<file path="config.mk">
export PLATFORM = sky130hd
export DESIGN_NAME = pipeline_sequencer
export DESIGN_NICKNAME = d
export VERILOG_FILES = /design/src/rtl/pipeline_sequencer_pkg.sv /design/src/rtl/pipeline_sequencer_hazard_fwd_unit.sv /design/src/rtl/pipeline_sequencer.sv
export SDC_FILE = /design/constraint.sdc
export NUM_CORES = 1
export LEC_CHECK = 0
export ABC_AREA = 1
export BUFFER_PORTS_ARGS = -buffer_cell sky130_fd_sc_hd__buf_4
export CAP_MARGIN = 20
export CORE_MARGIN = 2
export CORE_UTILIZATION = 55
export CTS_CLUSTER_DIAMETER = 100
export DETAILED_ROUTE_END_ITERATION = 7
export PLACE_DENSITY = 0.82
export SYNTH_ARGS = -nofsm -noshare
export SYNTH_HDL_FRONTEND = slang
export SYNTH_SLANG_ARGS = --single-unit
export TNS_END_PERCENT = 20
</file>
<file path="constraint.sdc">
create_clock -name clk -period 2.25 [get_ports clk]
set_input_delay 0 -clock clk [delete_from_list [all_inputs] [get_ports clk]]
set_output_delay 0 -clock clk [all_outputs]
set_load 0.02 [all_outputs]
</file>
<file path="src/rtl/pipeline_sequencer_pkg.sv">
// Shared definitions for the RV32I pipeline sequencer: FSM encoding, forwarding
// select codes and the per-stage shadow payloads.
package pipeline_sequencer_pkg;

  localparam int unsigned REG_W = 5;

  localparam logic [0:0] ST_RUN     = 1'b0;
  localparam logic [0:0] ST_MEMWAIT = 1'b1;

  localparam logic [1:0] FWD_REG = 2'd0;
  localparam logic [1:0] FWD_MEM = 2'd1;
  localparam logic [1:0] FWD_WB  = 2'd2;

  typedef struct packed {
    logic             v;
    logic [REG_W-1:0] rd;
    logic             regwrite;
    logic             load;
    logic             store;
  } stage_t;

  // WB never issues a memory access, so it carries no access flags
  typedef struct packed {
    logic             v;
    logic [REG_W-1:0] rd;
    logic             regwrite;
  } wb_t;

  // A valid writer of a non-zero rd that matches the given source register
  function automatic logic rd_match(input logic v, input logic regwrite,
                                    input logic [REG_W-1:0] rd,
                                    input logic [REG_W-1:0] rs);
    return v & regwrite & (rd == rs) & (rd != '0);
  endfunction

endpackage

</file>
<file path="src/rtl/pipeline_sequencer_hazard_fwd_unit.sv">
// Combinational load-use detection for the instruction in ID and EX operand
// forwarding selects from the MEM/WB shadows.
module hazard_fwd_unit
  import pipeline_sequencer_pkg::*;
(
  input  logic [REG_W-1:0] id_rs1,
  input  logic [REG_W-1:0] id_rs2,
  input  logic             id_rs1_used,
  input  logic             id_rs2_used,
  input  logic             ex_v,
  input  logic             ex_load,
  input  logic [REG_W-1:0] ex_rd,
  input  logic [REG_W-1:0] ex_rs1,
  input  logic [REG_W-1:0] ex_rs2,
  input  logic             mem_v,
  input  logic             mem_regwrite,
  input  logic [REG_W-1:0] mem_rd,
  input  wb_t              wb,
  output logic             load_use,
  output logic [1:0]       fwd1sel,
  output logic [1:0]       fwd2sel
);

  logic id_src_hit;

  assign id_src_hit = (id_rs1_used & (id_rs1 == ex_rd)) |
                      (id_rs2_used & (id_rs2 == ex_rd));
  assign load_use   = ex_v & ex_load & (ex_rd != '0) & id_src_hit;

  // MEM result is younger than WB data, so it wins when both match
  always_comb begin
    fwd1sel = FWD_REG;
    fwd2sel = FWD_REG;
    if (rd_match(mem_v, mem_regwrite, mem_rd, ex_rs1))     fwd1sel = FWD_MEM;
    else if (rd_match(wb.v, wb.regwrite, wb.rd, ex_rs1))   fwd1sel = FWD_WB;
    if (rd_match(mem_v, mem_regwrite, mem_rd, ex_rs2))     fwd2sel = FWD_MEM;
    else if (rd_match(wb.v, wb.regwrite, wb.rd, ex_rs2))   fwd2sel = FWD_WB;
  end

endmodule

</file>
<file path="src/rtl/pipeline_sequencer.sv">
// Five-stage RV32I pipeline sequencer: stage shadows, stall/bubble/flush control,
// MEM-stage req/ack handshake with timeout, and stall-cycle counter.
module pipeline_sequencer
  import pipeline_sequencer_pkg::*;
#(
  parameter int unsigned MEM_TIMEOUT = 16,
  parameter int unsigned CNT_W       = 32
) (
  input  logic             clk,
  input  logic             rst,
  input  logic [REG_W-1:0] id_rs1,
  input  logic [REG_W-1:0] id_rs2,
  input  logic             id_rs1_used,
  input  logic             id_rs2_used,
  input  logic [REG_W-1:0] id_rd,
  input  logic             id_regwrite,
  input  logic             id_load,
  input  logic             id_store,
  input  logic             ex_redirect,
  input  logic             mem_ack,
  output logic             pc_en,
  output logic             ir1_en,
  output logic             adv,
  output logic             flush_id,
  output logic             bubble_ex,
  output logic [1:0]       fwd1sel,
  output logic [1:0]       fwd2sel,
  output logic             mem_req,
  output logic             mem_err,
  output logic [CNT_W-1:0] stall_cycles
);

  localparam int unsigned TO_W = $clog2(MEM_TIMEOUT + 1);

  logic [0:0]       state, state_nxt;
  logic [TO_W-1:0]  cnt, cnt_nxt;
  stage_t           ex_q, mem_q;
  wb_t              wb_q;
  logic [REG_W-1:0] ex_rs1_q, ex_rs2_q;
  logic             load_use, mem_access, mem_busy, timeout, go, err_set;

  hazard_fwd_unit u_hazard_fwd (
    .id_rs1       (id_rs1),
    .id_rs2       (id_rs2),
    .id_rs1_used  (id_rs1_used),
    .id_rs2_used  (id_rs2_used),
    .ex_v         (ex_q.v),
    .ex_load      (ex_q.load),
    .ex_rd        (ex_q.rd),
    .ex_rs1       (ex_rs1_q),
    .ex_rs2       (ex_rs2_q),
    .mem_v        (mem_q.v),
    .mem_regwrite (mem_q.regwrite),
    .mem_rd       (mem_q.rd),
    .wb           (wb_q),
    .load_use     (load_use),
    .fwd1sel      (fwd1sel),
    .fwd2sel      (fwd2sel)
  );

  assign mem_access = mem_q.v & (mem_q.load | mem_q.store);
  assign mem_busy   = mem_access & ~mem_ack;
  assign timeout    = (cnt == TO_W'(MEM_TIMEOUT - 1));

  // go: the pipeline advances this cycle; hazards are only resolved when it does
  always_comb begin
    state_nxt = state;
    cnt_nxt   = cnt;
    go        = 1'b0;
    err_set   = 1'b0;
    mem_req   = 1'b0;
    pc_en     = 1'b1;
    ir1_en    = 1'b1;
    adv       = 1'b1;
    flush_id  = 1'b0;
    bubble_ex = 1'b0;
    case (state)
      ST_RUN: begin
        mem_req = mem_access;
        if (mem_busy) begin
          state_nxt = ST_MEMWAIT;
          cnt_nxt   = '0;
        end else begin
          go = 1'b1;
        end
      end
      ST_MEMWAIT: begin
        mem_req = 1'b1;
        if (mem_ack || timeout) begin
          state_nxt = ST_RUN;
          cnt_nxt   = '0;
          go        = 1'b1;
          err_set   = ~mem_ack;
        end else begin
          cnt_nxt = cnt + TO_W'(1);
        end
      end
      default: state_nxt = ST_RUN;
    endcase

    if (!go) begin
      pc_en  = 1'b0;
      ir1_en = 1'b0;
      adv    = 1'b0;
    end else if (ex_q.v && ex_redirect) begin
      flush_id  = 1'b1;
      bubble_ex = 1'b1;
    end else if (load_use) begin
      pc_en     = 1'b0;
      ir1_en    = 1'b0;
      bubble_ex = 1'b1;
    end
  end

  always_ff @(posedge clk or posedge rst) begin
    if (rst) begin
      state        <= ST_RUN;
      cnt          <= '0;
      mem_err      <= 1'b0;
      stall_cycles <= '0;
    end else begin
      state <= state_nxt;
      cnt   <= cnt_nxt;
      if (err_set) mem_err <= 1'b1;
      if (!adv || !pc_en) stall_cycles <= stall_cycles + CNT_W'(1);
    end
  end

  // Stage shadows; unused source fields are zeroed so they never forward
  always_ff @(posedge clk or posedge rst) begin
    if (rst) begin
      ex_q     <= '0;
      ex_rs1_q <= '0;
      ex_rs2_q <= '0;
      mem_q    <= '0;
      wb_q     <= '0;
    end else if (adv) begin
      if (bubble_ex) begin
        ex_q     <= '0;
        ex_rs1_q <= '0;
        ex_rs2_q <= '0;
      end else begin
        ex_q     <= '{v: 1'b1, rd: id_rd, regwrite: id_regwrite,
                      load: id_load, store: id_store};
        ex_rs1_q <= id_rs1_used ? id_rs1 : '0;
        ex_rs2_q <= id_rs2_used ? id_rs2 : '0;
      end
      mem_q <= ex_q;
      wb_q  <= '{v: mem_q.v, rd: mem_q.rd, regwrite: mem_q.regwrite};
    end
  end

endmodule
</file>
---- Word-level counts from Yosys, hierarchy flattened ----
Cells that the tools add are included.
word-level totals
  bits in registers ....................... 74
  bits in latches ......................... 0
  bits in writable memories ............... 0
  ROM bits ................................ 0
  input port bits ......................... 24
  logic and storage cells ................. 88
  memories kept ........................... 0
operators by class
  add/sub/neg operators ................... 2
  multipliers ............................. 0
  div/mod/pow operators ................... 0
  $lt $le $gt $ge ......................... 0
  eq/ne operators ......................... 8
  shifts and indexed selects .............. 0
  muxes and demuxes ....................... 30
  bitwise operators ....................... 21
  reductions and logical operators ........ 8
operators with widths
  kind                                                                    count
  32-bit by 1-bit adder with 32-bit output (second input constant)        1
  5-bit equality test                                                     6
  5-bit two-way mux                                                       6
  1-bit bitwise AND                                                       17
  1-bit two-way mux                                                       15
  5-bit nonzero test                                                      3
  5-bit one-hot mux with 2 select lines                                   1
  9-bit two-way mux                                                       1
  2-bit two-way mux                                                       4
  1-bit one-hot mux with 2 select lines                                   3
  5-bit by 1-bit adder with 5-bit output (second input constant)          1
  5-bit by 4-bit equality test with 1-bit output (second input constant)  1
  1-bit logical NOT                                                       2
  1-bit logical OR                                                        2
  2-bit inequality test (second input constant)                           1
  1-bit inverter                                                          2
  1-bit bitwise OR                                                        2
  1-bit logical AND                                                       1

---- Depth between registers and ports, before layout ----
Gate-level depths: netlist of the first run.
  word-level depth ........................ 9
  gate-level depth with buffers ........... 11

---- Hierarchy ----
From an unflattened synthesis of the first run, not the netlist that was laid out.
second synthesis, totals
  cells, all modules ...................... 595
  area, all modules ....................... 4,314.1 um^2
modules (own cells, without submodules)
  module              instances  cells an instance  area each (um^2)  sequential area each (um^2)
  pipeline_sequencer  1          465                3,739.8           1,851.8
  hazard_fwd_unit     1          130                574.3             0.0

---- Worst setup path after synthesis of the first run ----
OpenSTA, ideal clock, no wires.
  path type ............................... reg2reg
  start point ............................. reg cnt[0]
  end point ............................... reg mem_q[0] (netlist bit)
  arrival time ............................ 1,643 ps
  data required time ...................... 2,109 ps
  setup slack ............................. 466 ps
  stages on the path, launching flop included .. 9
  path buffers ............................ 1
  period minus slack after synthesis ...... 1,784 ps
  cells stage by stage .................... dfrtp_1 > ha_1 > nand2_1 > nor2_1 > ha_1 > nor2_1 > o21ai_4 > clkbuf_1 > o21ai_0
on the way
  cells in the longest elaborated chain, start to end .. 4
RTL lines
  what                                            line                       text
  from (decl)                                     pipeline_sequencer.sv:36   logic [TO_W-1:0] cnt, cnt_nxt;
  from (signal assigned)                          pipeline_sequencer.sv:123  cnt <= cnt_nxt;
  5-bit by 4-bit equality test with 1-bit output  pipeline_sequencer.sv:63   assign timeout = (cnt == TO_W'(MEM_TIMEOUT - 1));
  1-bit logical OR                                pipeline_sequencer.sv:89   if (mem_ack || timeout) begin
  1-bit two-way mux                               pipeline_sequencer.sv:89
  1-bit one-hot mux with 2 select lines           pipeline_sequencer.sv:77   case (state)
  to (signal assigned)                            pipeline_sequencer.sv:148  mem_q <= ex_q;
  to (decl)                                       pipeline_sequencer.sv:37   stage_t ex_q, mem_q;
No other way between the ends.
A chain may end at the register's enable or synchronous reset.

---- Final worst setup path of the first run ----
  start point ............................. reg cnt[0]
  end point ............................... out bubble_ex
on the way
  cells in the longest elaborated chain, start to end .. 5
RTL lines
  what                                            line                       text
  5-bit by 4-bit equality test with 1-bit output  pipeline_sequencer.sv:63
  1-bit logical OR                                pipeline_sequencer.sv:89
  1-bit two-way mux                               pipeline_sequencer.sv:89
  1-bit one-hot mux with 2 select lines           pipeline_sequencer.sv:77
  1-bit two-way mux                               pipeline_sequencer.sv:101  if (!go) begin
  to (decl)                                       pipeline_sequencer.sv:25   output logic bubble_ex,
No other way between the ends.

==> summary.txt, run 1 <==
Floorplanning
  – Initial core utilization: 0.5598
  – Die area: 8979 um^2
  – Core area: 8093 um^2
  – Vert. Die Dim: about 95 um
  – Row cnt: 33
  – # IOs: 67
  – Die Span X: about 95 um

Critical path
  – CP cell instances: ha_1 -> nand2_1 -> nor2_1 -> ha_1 -> nor2_2 -> o21ai_4 -> buf_4 -> inv_8 -> a21oi_1 -> buf_4
  – WP data arrival: 2100 ps
  – Crit path max fanout: 26
  – CP delay by family, top: buffers and inverters
  – Slowest CP cell: dfrtp_1
  – Worst path required time: approximately 2300 ps
  – Crit path depth: 10
  – Kind of start point of the critical path: flop
  – CP max stage delay: 420 ps
  – CP Capture Type: primary output
  – Setup CP Type: reg2out
  – WP buf/inv: 3
  – Worst reg-to-reg path cell count: 9

Layout
  – Register Area: 1852 um^2
  – Post-Layout Cell Count: 840
  – # diodes: 0
  – Final net count: approximately 760
  – Post-route cell area: 5560 um^2
  – Area Overhead vs Synth: 22.73%
  – Commonest cells after routing, fill and taps aside: nand2_1 (254), dfrtp_1 (74), buf_4 (72), inv_1 (64), nor2_1 (53)
  – Filler Cell Count: 666
  – Multi-input gate area: about 2300 um^2
  – Leading cell type in the layout, fill and taps excluded: nand2_1
  – Final core utilization: 0.6871
  – Layout cell share with drive strength beyond 1: 0.1619

Synthesis
  – Synth cell types: 35
  – Post-synth EDFFs: 0
  – Ys async rst share: 1.000
  – Synth Instances: 647
  – Sequential share of the synthesized area: 0.4087
  – Post-synth top flop: dfrtp_1
  – Yosys warnings: 0
  – Mapped Nets: 674
  – Top cells by area, synth: dfrtp_1 (41%), nand2_1 (21%), inv_1 (5.4%)
  – Syn_area_per_cell: about 7.0 um^2
  – Synthesized area: 4531 um^2
  – Area leader, netlist: dfrtp_1
  – Register bit count reported by yosys: 74
  – Synth top area share: 0.4087

Global routing
  – GRT Util Overall: 0.2635
  – Global Route met1 Usage: 0.3666
  – Number of antenna violations at the first check in global routing: 0
  – Grt total ovfl: 0
  – Number of global-route vias before repair: 4057
  – Grt met3 use: 0.03831
  – Largest net degree at the start of global routing: 45
  – First-pass GRT wire length: 18.64 mm
  – Met2 Use GR: 0.4190
  – Busiest grt layer: met2

Timing
  – Worst Slack Setup Final: 148.6 ps
  – Slew of the pin with the lowest slew margin: 627.1 ps
  – Fin crit period: between 2000 and 2500 ps
  – Setup Viol. Count Final: 0
  – Period utilisation layout: 0.9340
  – Final Hold Fails: 0
  – Final Max Slew Viols: 0
  – Slew headroom: 0.5810
  – Clk_skew: 17.65 ps
  – Hold_ws: 16.73 ps
  – Fmax: between 0.4 and 0.5 GHz

Placement
  – Place WS: about 320 ps
  – DP HPWL: 8.074 mm
  – Cell area after placement: 5085 um^2
  – Port bufs: 66
  – Gpl congestion: 0.9014
  – Inst Count DP: 803

Route
  – Avg WL per Cell: 13.84 um
  – Via count: between 4000 and 5000
  – Post-Route WL: about 12 mm
  – Antenna Violating Nets Remaining: 0
  – Initial DRC Count: approximately 360
  – Vias per std cell: 5.350
  – DRT Pass-1 Iters: 5
  – # DRC: 0

Clock tree
  – Clock sinks: 74
  – Clk root buf: clkbuf_8
  – Clk slew on worst S/H paths: 80 ps
  – Worst skew pair latency: 360 ps
  – Maximum clock path buffer count: 2
  – Num CTS Buffers: 9
  – H-tree Lvls: 3
  – TritonCTS clock tree: built

Min path
  – Worst hold path class: in2reg
  – Hold Path Cell Cnt: 5

Power and ir drop
  – Leakage: 0.002921 uW
  – Peak VDD IR: 0.0008384 V
  – Pwr/cell area: about 1000 nW/um^2

Run status
  – Status: finished, final reports clean

Flow run
  – Max-cap violation count: 0
power by group:
part | switching [uW] | leakage (uW) | internal, uW | total [uW]
Clock | 524 | 0.000103 | 627 | 1150
Sequential | 404 | 0.000982 | 1670 | 2080
Combinational | 1470 | 0.00184 | 870 | 2340
Total | 2400 | 0.00292 | 3170 | 5570
stage by stage:
step | TNS, ps | total power (uW)
floorplan | 0 | 3624
global placement | 0 | 4058
detailed placement | 0 | 4161
CTS | -20.86 | 5332
global route | -0.1277 | 5962
finish | 0 | 5568
cells in the mapped netlist (4+ instances only):
library cell,count
o22ai_1,4
buf_1,5
inv_1,65
nand2_2,4
nor3_1,11
dfrtp_1,74
xor2_1,20
xnor2_1,5
clkbuf_1,4
inv_2,6
nor2_1,54
buf_2,7
a21oi_1,5
nand4_1,27
nand3b_1,6
o21ai_0,18
nand3_1,47
nand2_1,255
final timing paths:
path / from / to / slack [ps]
hold reg to reg: ex_q[2] / mem_q[2] / 480
setup / recovery: cnt[0] / bubble_ex / 150
setup reg to reg: cnt[0] / mem_q[1] / 360
max in group asynchronous: rst / mem_q[8] / 1240
hold / removal: id_rs1[4] / ex_rs1_q[4] / 20
min in group asynchronous: rst / ex_q[3] / 240
sequential cells by signal, indices dropped and copies added (netlist names), 5 cells and up:
name and cells:
cnt 5, ex_q 9, ex_rs1_q 5, ex_rs2_q 5
mem_q 9, stall_cycles 32, wb_q 7
per-layer routing:
layer  vias to the layer above  wire (um)  share of wire
li1                       2220          -              -
met1                      2107       5253           0.45
met2                       150       5463           0.47
met3                        17        703          0.060
met4                         0        202          0.017
met5                         -          0              0
worst min-delay path, delay by kind of cell:
kind | cells | cell delay [ps]
buffers and inverters | 2 | 150
AND/OR/NAND/NOR | 3 | 180
cell families after synthesis:
kind of cell               count (synthesis)  synth area share
DFF                                       74            0.4087
and+or+nand+nor                          419            0.4043
AOI/OAI and AO/OA                         34           0.04557
xor gates and xnor gates                  25           0.04833
buffers and inverters                     92           0.08478
adders and majority gates                  3          0.008286
cell type report:
cell class	count	area share
timing repair buffer	92	0.1379
clock buffer	10	0.02295
clock inverter	6	0.01598
sequential	74	0.3330
inverter	71	0.04928
tap	105	0.02363
multi-input combinational	482	0.4172
repair_timing:
action / CTS / global route
cloned: 0 / 2
pin swaps: 0 / 3
gates resized for setup: 1 / 9
setup endpoints to repair: 2 / 5
hold endpoints to repair: 38 / 0
hold buffers: 17 / 0
setup buffers: 0 / 2
Note: power is estimated with default switching activity, not from simulation.
==> run 2, diff against run 1 <==
SETUP_SLACK_MARGIN = 0.2   (was default)
clock period = 2.5 ns   (was 2.25 ns; I/O delays follow)
==> run 2 against run 1 <==
  * Final cell count is 1.3% lower
  * Sequential share of layout area is 0.96 points higher
  * Sequential power is 11% lower
  * Highest routed layer unchanged
  * Largest cell class unchanged
  * Wire length is 1.9% lower
  * Clock-buffer cell count is 3 higher
  * Critical path type unchanged
  * Sequential cell count stayed put
  * Critical endpoint is now ir1_en
==> summary.txt, run 2 (synthesis results as in run 1) <==
Route
  – Antenna Violating Nets Remaining: 0 (unchanged)
  – Via count: 4519 (+0.56%)
  – Initial DRC Count: 434 (+20%)
  – Vias per std cell: 5.451 (+1.9%)
  – DRT Pass-1 Iters: 5 (unchanged)
  – # DRC: 0 (unchanged)
  – Avg WL per Cell: 13.75 um (-0.63%)
  – Post-Route WL: 11.40 mm (-1.9%)

Global routing
  – First-pass GRT wire length: 19.05 mm (+2.2%)
  – GRT Util Overall: 0.2667 (+0.003217)
  – Global Route met1 Usage: 0.3725 (+0.005918)
  – Largest net degree at the start of global routing: 75 (+67%)
  – Grt met3 use: 0.04549 (+0.007183)
  – Number of global-route vias before repair: 4204 (+3.6%)
  – Number of antenna violations at the first check in global routing: 0 (unchanged)
  – Busiest grt layer: met2
  – Met2 Use GR: 0.4279 (+0.008865)
  – Grt total ovfl: 0 (unchanged)

Placement
  – DP HPWL: 8.214 mm (+1.7%)
  – Port bufs: 66 (unchanged)
  – Gpl congestion: 0.9210 (+2.2%)
  – Place WS: 536.2 ps (+212.1 ps)

Power and ir drop
  – Leakage: 0.002854 uW (-2.3%)
  – Pwr/cell area: 879.9 nW/um^2 (-12%)
  – Peak VDD IR: 0.0008320 V (-0.76%)

Floorplanning
  – Core area: 8093 um^2 (unchanged)
  – Die Span X: 94.76 um (unchanged)
  – Row cnt: 33 (unchanged)
  – Vert. Die Dim: 94.76 um (unchanged)
  – # IOs: 67 (unchanged)
  – Initial core utilization: 0.5598 (unchanged)
  – Die area: 8979 um^2 (unchanged)

Timing
  – Slew of the pin with the lowest slew margin: 918.4 ps (+291.4 ps)
  – Clk_skew: 12.06 ps (-5.590 ps)
  – Fmax: 0.4563 GHz
  – Hold_ws: 10.56 ps (-6.162 ps)
  – Final Hold Fails: 0 (unchanged)
  – Worst Slack Setup Final: 308.6 ps (+160.0 ps)
  – Period utilisation layout: 0.8766
  – RSZ-0062 raised after global routing: true
  – Setup Viol. Count Final: 0 (unchanged)
  – Slew headroom: 0.3877 (-0.1932)
  – Total Negative Setup Slacks: 0 ps (unchanged)
  – Final Max Slew Viols: 0 (unchanged)
  – Fin crit period: 2191 ps

Critical path
  – Slowest CP cell: dfrtp_1
  – Worst reg-to-reg path cell count: 10 (+1)
  – WP data arrival: 2190 ps (+90 ps)
  – Crit path max fanout: 33 (+27%)
  – Setup CP Type: reg2out
  – CP most frequent cell: ha_1
  – CP max stage delay: 420 ps (about the same)
  – CP Capture Type: primary output
  – CP cell instances: ha_1 -> nand2_1 -> nor2_1 -> ha_1 -> nor2_2 -> o21ai_4 -> buf_12 -> nand2_8 -> inv_1 -> buf_4
  – Worst path required time: 2500 ps (+250 ps)
  – Kind of start point of the critical path: flop

Clock tree
  – Maximum clock path buffer count: 2 (unchanged)
  – Worst skew pair latency: 350 ps (about the same)
  – Clk root buf: clkbuf_8
  – Num CTS Buffers: 9 (unchanged)
  – Clock sinks: 74 (unchanged)
  – Clk slew on worst S/H paths: 80 ps (about the same)
  – TritonCTS clock tree: built
  – H-tree Lvls: 3 (unchanged)

Flow run
  – Max-cap violation count: 0 (unchanged)

Layout
  – Commonest cells after routing, fill and taps aside: nand2_1 (254), dfrtp_1 (74), buf_4 (72), inv_1 (64), nor2_1 (53)
  – Leading cell type in the layout, fill and taps excluded: nand2_1
  – Final core utilization: 0.6677 (-0.01933)
  – Final net count: 746 (-1.5%)
  – # diodes: 0 (unchanged)
  – Regs by FF count: stall_cycles (32), ex_q (9), mem_q (9)
  – Top reg by flops: stall_cycles
  – Layout cell share with drive strength beyond 1: 0.1602 (-0.001684)
  – Max reg flops: 32 (unchanged)
  – Area Overhead vs Synth: 19.28%

Min path
  – Hold Path Cell Cnt: 5 (unchanged)
  – Worst hold path class: in2reg

Run status
  – Status: finished, final reports clean
[run 2: through the flow]
stage | instance area, um^2 | std cells | power, uW
5_1_grt | 5404 | 829 | 5124
3_5_place_dp | 5077 | 802 | 3751
3_3_place_gp | 5077 | 802 | 3645
6_report | 5404 | 829 | 4755
4_1_cts | 5360 | 827 | 4665
2_1_floorplan | 4531 | 647 | 3262
[run 2: cell type report]
class | count | area (um^2)
repair buffers | 82 | 650.6
flip-flops and latches | 74 | 1852
clock buffers | 13 | 168.9
well taps | 105 | 131.4
clock inverters | 3 | 21.27
multi-input cells | 481 | 2308
inverters | 71 | 271.5
fillers | 697 | 2689
[run 2: repair_timing]
item,in CTS,in global routing
setup buffers,0,2
pin swaps,0,1
hold buffers,9,0
endpoints found under the setup margin,2,5
gates resized for setup,1,4
endpoints found under the hold margin,82,0
[run 2: final timing paths]
kind	start	to	slack, ps
min reg2reg	ex_q[2]	ex_q[2]	490
min	id_rs2[3]	ex_rs2_q[3]	10
max	cnt[0]	ir1_en	310
min in group asynchronous	rst	stall_cycles[14]	490
max in group asynchronous	rst	stall_cycles[22]	1410
max reg2reg	cnt[0]	ex_q[1]	490
[run 2: worst max-delay path: cells and delay by family, from the launching register on]
kind | cells | cell delay, ps
and+or+nand+nor | 4 | 510
adders and majority gates | 2 | 420
DFF | 1 | 420
buffers and inverters | 3 | 390
AOI/OAI and AO/OA | 1 | 90
[run 2: report_power, final]
group | switching, uW | internal (uW) | total [uW] | leakage, uW
logic | 1270 | 722 | 1990 | 0.00178
registers | 354 | 1510 | 1860 | 0.000982
clock network | 458 | 445 | 903 | 0.0000960
total | 2080 | 2670 | 4750 | 0.00285
[run 2: per-layer routing]
| layer | up-vias | wire, um |
|---|---|---|
| li1 | 2193 | - |
| met1 | 2151 | 5104 |
| met2 | 157 | 5513 |
| met3 | 18 | 616 |
| met4 | 0 | 163 |
| met5 | - | 0 |
==> run 3, diff against run 2 <==
BUFFER_PORTS_ARGS = -buffer_cell sky130_fd_sc_hd__buf_2   (was -buffer_cell sky130_fd_sc_hd__buf_4)
==> run 3 against run 2 <==
  * Highest routed layer unchanged
  * Non-clock buffer count rose by 5
  * Maximum frequency is 1.7% lower
  * Final cell count rose by 0.60%
  * Total power down 2.2%
  * Global-route usage decreased by 0.36 points
  * Combinational power shrank 8%
  * Sequential share of layout area up 0.83 points
  * Critical path depth fell by 1
  * Via count down 1.2%
  * Die area is the same
  * Critical path type unchanged
==> summary.txt, run 3 (synthesis results as in run 1) <==
Run status
  – Status: finished, final reports clean

Layout
  – Top reg by flops: stall_cycles
  – Regs by FF count: stall_cycles (32), ex_q (9), mem_q (9)
  – Multi-input gate area: 2295 um^2 (-0.60%)
  – Final net count: 751 (+0.67%)
  – Area Overhead vs Synth: 16.46%
  – Layout cell share with drive strength beyond 1: 0.1550 (-0.005214)
  – Leading cell type in the layout, fill and taps excluded: nand2_1
  – Register Area: 1852 um^2 (unchanged)
  – Filler Cell Count: 717 (+2.9%)
  – Commonest cells after routing, fill and taps aside: nand2_1 (255), dfrtp_1 (74), buf_2 (66), inv_1 (64), nor2_1 (54)
  – Final core utilization: 0.6520 (-0.01577)
  – Post-Layout Cell Count: 834 (+0.60%)
  – # diodes: 0 (unchanged)
  – Max reg flops: 32 (unchanged)

Floorplanning
  – Die area: 8979 um^2 (unchanged)
  – Row cnt: 33 (unchanged)
  – # IOs: 67 (unchanged)
  – Initial core utilization: 0.5598 (unchanged)
  – Vert. Die Dim: 94.76 um (unchanged)
  – Die Span X: 94.76 um (unchanged)
  – Core area: 8093 um^2 (unchanged)

Clock tree
  – Clk slew on worst S/H paths: 90 ps (about the same)
  – H-tree Lvls: 3 (unchanged)
  – Post-CTS Setup Inserts: 0 (unchanged)
  – Clock sinks: 74 (unchanged)
  – Num CTS Buffers: 9 (unchanged)
  – Clk root buf: clkbuf_8
  – Worst skew pair latency: 360 ps (about the same)
  – Maximum clock path buffer count: 2 (unchanged)
  – TritonCTS clock tree: built

Timing
  – Final Max Slew Viols: 0 (unchanged)
  – Setup Viol. Count Final: 0 (unchanged)
  – Clk_skew: 9.428 ps (-2.636 ps)
  – Fin crit period: 2229 ps (+37.84 ps)
  – Total Negative Setup Slacks: 0 ps (unchanged)
  – Slew of the pin with the lowest slew margin: 918.3 ps (-0.1172 ps)
  – Period utilisation layout: 0.8917 (+0.01514)
  – RSZ-0062 raised after global routing: true
  – Slew headroom: 0.3869 (-0.0008140)
  – Fmax: 0.4486 GHz (-1.7%)
  – Final Hold Fails: 0 (unchanged)
  – Worst Slack Setup Final: 270.7 ps (-37.84 ps)

Power and ir drop
  – Logic pwr share: 0.396 (-0.023)
  – P_sw: 2070 uW (-0.52%)
  – Int Power: 2582 uW (-3.4%)
  – Peak VDD IR: 0.0008732 V (+4.9%)
  – Pwr/cell area: 881.6 nW/um^2 (+0.20%)
  – Seq pwr share: 0.399 (+0.008)
  – Switching Share: 0.4450 (+0.007347)
  – Leakage: 0.002848 uW (-0.20%)
  – Clock Power Share: 0.205 (+0.015)
  – Pwr Total: 4652 uW (-2.2%)

Route
  – Initial DRC Count: 313 (-28%)
  – Vias per std cell: 5.356 (-1.7%)
  – Via count: 4467 (-1.2%)
  – DRT Pass-1 Iters: 5 (unchanged)
  – Post-Route WL: 11.12 mm (-2.4%)
  – # DRC: 0 (unchanged)
  – Avg WL per Cell: 13.34 um (-3.0%)
  – Antenna Violating Nets Remaining: 0 (unchanged)

Critical path
  – Kind of start point of the critical path: flop
  – Slowest CP cell: dfrtp_1
  – Worst path required time: 2500 ps (about the same)
  – WP data arrival: 2230 ps (+40 ps)
  – Setup CP Type: reg2out
  – CP cell instances: ha_1 -> nand2_1 -> nor2_1 -> ha_1 -> nor2_1 -> o21ai_4 -> nand2_4 -> inv_1 -> buf_2
  – Crit path max fanout: 33 (unchanged)
  – CP Capture Type: primary output
  – CP max stage delay: 420 ps (about the same)

Global routing
  – Largest net degree at the start of global routing: 49 (-35%)
  – Number of global-route vias before repair: 4186 (-0.43%)
  – Grt total ovfl: 0 (unchanged)
  – GRT Util Overall: 0.2631 (-0.003601)
  – Number of antenna violations at the first check in global routing: 0 (unchanged)
  – First-pass GRT wire length: 18.73 mm (-1.7%)

Flow run
  – Max-cap violation count: 0 (unchanged)

Min path
  – Worst hold path class: in2reg

Placement
  – Place WS: 524.5 ps (-11.77 ps)
  – DP HPWL: 7.974 mm (-2.9%)
  – Gpl congestion: 0.9205 (about the same)
  – Inst Count DP: 803 (+0.12%)
  – Port bufs: 66 (unchanged)
## run 3: changes by cell type in the layout (fill, tap and decap cells not counted), moves of 3 or more
cell | previous run | this run
buf_2 | 0 | 66
dlygate4sd3_1 | 9 | 15
clkbuf_8 | 12 | 9
buf_4 | 72 | 5
## run 3: what timing repair did
action,4_1_cts,5_1_grt
hold buffers,15,0
hold endpoints to repair,55,0
gates resized for setup,0,3
setup endpoints to repair,0,5
## run 3: final timing paths
kind	from	slack [ps]	cells after the start	end
hold reg to reg	ex_q[2]	500	2	mem_q[2]
setup reg to reg	cnt[0]	560	9	ex_rs2_q[2]
setup / recovery	cnt[0]	270	9	pc_en
hold / removal	id_rs1[1]	20	5	ex_rs1_q[1]
min in group asynchronous	rst	390	3	stall_cycles[15]
max in group asynchronous	rst	1380	4	ex_rs1_q[1]
## run 3: routing by layer
| layer | GRT usage | vias up | routed length [um] |
|---|---|---|---|
| li1 | - | 2203 | - |
| met1 | 0.3597 | 2096 | 5098 |
| met2 | 0.4167 | 150 | 5244 |
| met3 | 0.05267 | 18 | 621 |
| met4 | 0.09420 | 0 | 160 |
| met5 | 0 | - | 0 |
## run 3: critical path, delay by kind of cell, from the launching register on
family	cells	cell delay, ps
fa+ha+maj	2	410
compound gates	1	120
buf+inv	2	260
flops	1	420
simple gates	4	650
## run 3: final cells by class
type                       count  area share
clock buffer                  10     0.02419
clock inverter                 6     0.01375
inverter                      71     0.05098
multi-input combinational    481      0.4349
sequential                    74      0.3510
tap                          105     0.02490
timing repair buffer          87      0.1003
## run 3: power groups by stage
stage / Clock, uW / Combinational (uW) / Sequential (uW)
finish: 952 / 1840 / 1860
global route: 1030 / 2090 / 1890
CTS: 972 / 1820 / 1850
detailed placement: 0 / 1790 / 1870
global placement: 0 / 1720 / 1850
floorplan: 0 / 1440 / 1820
## run 3: through the flow
step	hold slack, ps	cell area, um^2
after floorplan	144.6	4531
after global placement	244.7	4920
after detailed placement	257.1	4920
after CTS	1.922	5270
after global routing	26.55	5276
final	15.35	5276
